### src/rtl/logic_unit_pkg.sv
// Shared opcode definitions and bit-count helper for the logic unit pipeline.
package logic_unit_pkg;

  localparam int OP_W = 3;

  typedef enum logic [OP_W-1:0] {
    OP_AND  = 3'd0,
    OP_OR   = 3'd1,
    OP_NAND = 3'd2,
    OP_NOR  = 3'd3,
    OP_XOR  = 3'd4,
    OP_XNOR = 3'd5,
    OP_NOT  = 3'd6,
    OP_PASS = 3'd7
  } op_e;

  // Counts ones in a zero-extended operand of up to 64 bits.
  function automatic logic [6:0] popcount64(input logic [63:0] v);
    logic [6:0] c;
    c = '0;
    for (int i = 0; i < 64; i++) begin
      c = c + 7'(v[i]);
    end
    return c;
  endfunction

endpackage

### src/rtl/logic_op_core.sv
// Combinational bitwise operator: y = f(op, a, b) over the full operand width.
module logic_op_core
  import logic_unit_pkg::*;
#(
  parameter int WIDTH = 16
) (
  input  logic [WIDTH-1:0] a,
  input  logic [WIDTH-1:0] b,
  input  logic [OP_W-1:0]  op,
  output logic [WIDTH-1:0] y
);

  always_comb begin
    y = '0;
    case (op_e'(op))
      OP_AND:  y = a & b;
      OP_OR:   y = a | b;
      OP_NAND: y = ~(a & b);
      OP_NOR:  y = ~(a | b);
      OP_XOR:  y = a ^ b;
      OP_XNOR: y = ~(a ^ b);
      OP_NOT:  y = ~a;
      OP_PASS: y = a;
      default: y = '0;
    endcase
  end

endmodule

### src/rtl/logic_unit_pipe.sv
// Two-stage valid/ready logic unit with accumulator feedback and
// zero/parity/popcount flags registered alongside the result.
module logic_unit_pipe
  import logic_unit_pkg::*;
#(
  parameter int WIDTH = 16,
  parameter int CNT_W = $clog2(WIDTH + 1)
) (
  input  logic             clk,
  input  logic             rst,
  input  logic             in_valid,
  output logic             in_ready,
  input  logic [OP_W-1:0]  op,
  input  logic [WIDTH-1:0] a,
  input  logic [WIDTH-1:0] b,
  input  logic             acc_en,
  input  logic             acc_clr,
  output logic             out_valid,
  input  logic             out_ready,
  output logic [WIDTH-1:0] result,
  output logic             zero,
  output logic             parity,
  output logic [CNT_W-1:0] popcnt
);

  logic             s1_valid_q, s2_valid_q;
  logic [WIDTH-1:0] s1_res_q, s2_res_q;
  logic             zero_q, parity_q;
  logic [CNT_W-1:0] popcnt_q;
  logic [WIDTH-1:0] acc_q, acc_d;

  logic             s2_load, accept;
  logic [WIDTH-1:0] acc_eff, b_eff, core_y;
  logic [6:0]       pc_full;
  logic             zero_d, parity_d;
  logic [CNT_W-1:0] popcnt_d;

  assign s2_load  = !s2_valid_q || out_ready;
  assign in_ready = !rst && (!s1_valid_q || s2_load);
  assign accept   = in_valid && in_ready;

  // A clear arriving with an accumulate beat must make that beat see zero.
  assign acc_eff = acc_clr ? '0 : acc_q;
  assign b_eff   = acc_en ? acc_eff : b;

  logic_op_core #(.WIDTH(WIDTH)) u_core (
    .a  (a),
    .b  (b_eff),
    .op (op),
    .y  (core_y)
  );

  always_comb begin
    acc_d = acc_eff;
    if (accept && acc_en) begin
      acc_d = core_y;
    end
  end

  assign pc_full  = popcount64(64'(s1_res_q));
  assign popcnt_d = CNT_W'(pc_full);
  assign parity_d = ^s1_res_q;
  assign zero_d   = (s1_res_q == '0);

  always_ff @(posedge clk) begin
    if (rst) begin
      s1_valid_q <= 1'b0;
      s2_valid_q <= 1'b0;
      s1_res_q   <= '0;
      s2_res_q   <= '0;
      zero_q     <= 1'b1;
      parity_q   <= 1'b0;
      popcnt_q   <= '0;
      acc_q      <= '0;
    end else begin
      acc_q <= acc_d;
      if (in_ready) begin
        s1_valid_q <= in_valid;
        if (in_valid) begin
          s1_res_q <= core_y;
        end
      end
      // Output registers only change when the held beat is taken or absent.
      if (s2_load) begin
        s2_valid_q <= s1_valid_q;
        if (s1_valid_q) begin
          s2_res_q <= s1_res_q;
          zero_q   <= zero_d;
          parity_q <= parity_d;
          popcnt_q <= popcnt_d;
        end
      end
    end
  end

  assign out_valid = s2_valid_q;
  assign result    = s2_res_q;
  assign zero      = zero_q;
  assign parity    = parity_q;
  assign popcnt    = popcnt_q;

endmodule

### config.mk
export PLATFORM = sky130hd
export DESIGN_NAME = logic_unit_pipe
export DESIGN_NICKNAME = d
export VERILOG_FILES = /design/src/rtl/logic_unit_pkg.sv /design/src/rtl/logic_op_core.sv /design/src/rtl/logic_unit_pipe.sv
export SDC_FILE = /design/constraint.sdc
export NUM_CORES = 1
export LEC_CHECK = 0
export ABC_AREA = 1
export CORE_MARGIN = 2
export CORE_UTILIZATION = 51
export DETAILED_ROUTE_END_ITERATION = 12
export PLACE_DENSITY = 0.78
export SYNTH_ARGS = -nofsm -noshare
export SYNTH_HDL_FRONTEND = slang
export SYNTH_SLANG_ARGS = --single-unit
### constraint.sdc
create_clock -name clk -period 3.4 [get_ports clk]
set_clock_uncertainty 0.05 [all_clocks]
set_input_delay 0.68 -clock clk [delete_from_list [all_inputs] [get_ports clk]]
set_output_delay 0.68 -clock clk [all_outputs]
set_load 0.01 [all_outputs]
==> reports/metrics.yaml <==
setup_path:
  worstPathRequired_ns: 3.62
  worstReg2RegStart: "s1_res_q[11]$_SDFFE_PP0P_"
  crit_start: "s1_res_q[11]$_SDFFE_PP0P_"
  worstSetupPathType: "flop to flop"
  cp_max_fo: 2
  crit_path_start_kind: "flop"
  cp.arrival_ns: 3.64
  end_kind: "flop"
  r2r_slack_ns: -0.01
hold_path:
  hold_class: "flop to flop"
  min_from: "s1_res_q[9]$_SDFFE_PP0P_"
yosys:
  netlist_instances: 758
  syn_nets: 854
  synthSimpleGateAreaFrac_pct: 37.5
  yosysWarnings: 0
  synth_top_family_by_area: "simple AND/OR/NAND/NOR gates"
  synth_compound_area_share_pct: 6.24
  synth-adder-area-share_pct: 15.7
  synthDistinctLibCells: 26
  ys_seq_elements: 57
  avgSynthCellArea_um2: 6.41
  syn-cell-area_um2: 4860
  synth_xor_area_share_pct: 2.34
  ys_seq_area_share_pct: 23.5
  synthMuxAreaShare_pct: 0
sta:
  maxSlewHeadroom_pct: 46.1
  slew_viol_final: 0
  period_minus_slack_ns: 3.41
  worst_pin_slew_ns: 0.807
  fin_ws_ns: -0.0128
  hold_slack_ns: 0.418
  clock.fmax_ghz: 0.293
  min_period_over_period_pct: 100
  hold_violations: 0
  setup_viol: 1
  rsz0062_at_grt: "true"
flow_run:
  cap_violations: 0
place:
  port_buffers: 65
  dpl_cell_area_um2: 5520
  place_ws_ns: -0.139
  hpwl_mm: 8.95
  gp_congestion: 0.876
global_route:
  met1_usage_pct: 31.7
  grt_pass1_vias: 4538
  grt_usage_pct: 24.7
  grt_max_degree: 52
  use_met3_pct: 4.69
  grt-busiest-layer: "met2"
  use_met2_pct: 42.4
  grt-ovfl-total: 0
  grt_pass1_wl_mm: 20.5
  antenna_found_initial: 0
clock_network:
  cts_hold_buffers: 0
  cts_made_buffers: 9
  root_buffer: "clkbuf_8"
  clockBufferDepth: 2
  htreeDepth: 3
  clk_pin_slew_ns: 0.07
  cts_tree: "built"
  cts_sinks: 57
  clk_latency_ns: 0.34
floorplanning:
  die-area_um2: 10300
  core_region_area_um2: 9240
  row_count: 35
  num_io_pins: 66
  die_y_um: 102
  start_util_pct: 52.6
  die_w_um: 102
status:
  status: "finished with violations"
  violations: "negative setup slack"
routing:
  vias_per_cell: 5.29
  ant_nets: 0
  via_count: 4974
  drt_iter0_markers: 312
  drc: 0
  drt-pass1-iter-count: 6
  wl_per_cell_um: 13.5
  drt-total-wl_mm: 12.7
cells_and_area:
  num_antenna_cells: 0
  final_common_cell: "nand2_1"
  fillers: 809
  drive_gt1_share_pct: 6.91
  design_area_um2: 5770
  layout_common_cells: "nand2_1 (181), inv_1 (114), nand3_1 (85), nor2_1 (84), clkdlybuf4s50_1 (64)"
  nNetsFinal: 903
  final_util_pct: 62.4
  syn2layout_area_growth_pct: 18.8
power_and_ir_drop:
  pwr_density_cell_nw_per_um2: 396
  peakVddDrop_v: 0.000378
  p_leak_nw: 3.01
## worst max-delay path, stage by stage (launching register included)
cell and delay, ns:
dfxtp_2 0.34, inv_2 0.05, fa_1 0.55, fa_1 0.45
fa_1 0.54, fa_1 0.40, inv_1 0.07, ha_2 0.17
inv_2 0.04, fa_2 0.35, o21ai_2 0.12, nand3_1 0.08
a21oi_1 0.15
## logic make-up after synthesis
| family | count (synthesis) |
|---|---|
| AND/OR/NAND/NOR | 408 |
| AO/OA/AOI/OAI | 60 |
| flip-flops | 57 |
| XOR/XNOR | 13 |
| adder cells (fa/ha/maj) | 55 |
| buffers and inverters | 165 |
## per-layer routing
layer  wire length [µm]  share of wire [%]
met1               5570                 44
met2               6170                 49
met3                833                6.6
met4                135                1.1
met5                  0                  0
## path summary, 6_finish.rpt
path,endpoint,depth (start not counted)
setup / recovery,popcnt[4]$_SDFFE_PP0P_,12
hold / removal,s1_res_q[9]$_SDFFE_PP0P_,2
setup reg to reg,popcnt[4]$_SDFFE_PP0P_,12
hold reg to reg,s1_res_q[9]$_SDFFE_PP0P_,2
## area by class of cell
class	count	area, µm²	share of cell area (%)
timing repair buffer	83	781	13.5
multi-input combinational	536	3010	52.2
clock buffer	13	179	3.10
sequential	57	1150	19.9
inverter	120	453	7.85
tap	129	161	2.80
clock inverter	2	35.0	0.607
## cells in the mapped netlist (all sizes together)
cell | instances | share of area, %
nand3 | 85 | 8.8
a21oi | 23 | 2.4
fa | 10 | 4.1
nand4 | 50 | 6.4
nor3 | 1 | 0.34
inv | 120 | 9.3
buf | 31 | 4.3
clkbuf | 14 | 1.1
dfxtp | 57 | 23
ha | 45 | 12
xnor2 | 6 | 1.1
nor2 | 88 | 7.5
o31ai | 1 | 0.15
o21ai | 36 | 3.7
nand2 | 184 | 14
xor2 | 7 | 1.3
## flip-flops by register name, summed over array words and instances, names as in the netlist
register and flops:
zero 1, popcnt 5, acc_q 16, out_valid 1, result 16, s1_valid_q 1
s1_res_q 16, parity 1
## what timing repair did
| action | 4_1_cts | 5_1_grt |
|---|---|---|
| setup endpoints to repair | 2 | 4 |
| resized for setup | 3 | 8 |
| buffers inserted | 0 | 2 |
| pin swaps | 4 | 4 |
| cloned | 0 | 0 |
## power breakdown
| group | switching, mW | leakage (nW) | total, mW | internal [mW] |
|---|---|---|---|---|
| logic | 0.507 | 2.43 | 0.871 | 0.364 |
| clock network | 0.261 | 0.112 | 0.674 | 0.413 |
| registers | 0.0231 | 0.469 | 0.741 | 0.718 |
## metrics by stage
stage | setup TNS, ns | total power [mW] | instances
after CTS | -0.0305 | 2.26 | 938
after detailed placement | -0.146 | 1.58 | 923
after floorplan | 0 | 1.32 | 758
after global routing | -0.382 | 2.42 | 940
after global placement | -0.0813 | 1.53 | 923
final | -0.0128 | 2.29 | 940
No activity file was read; power rests on OpenSTA's default activity.
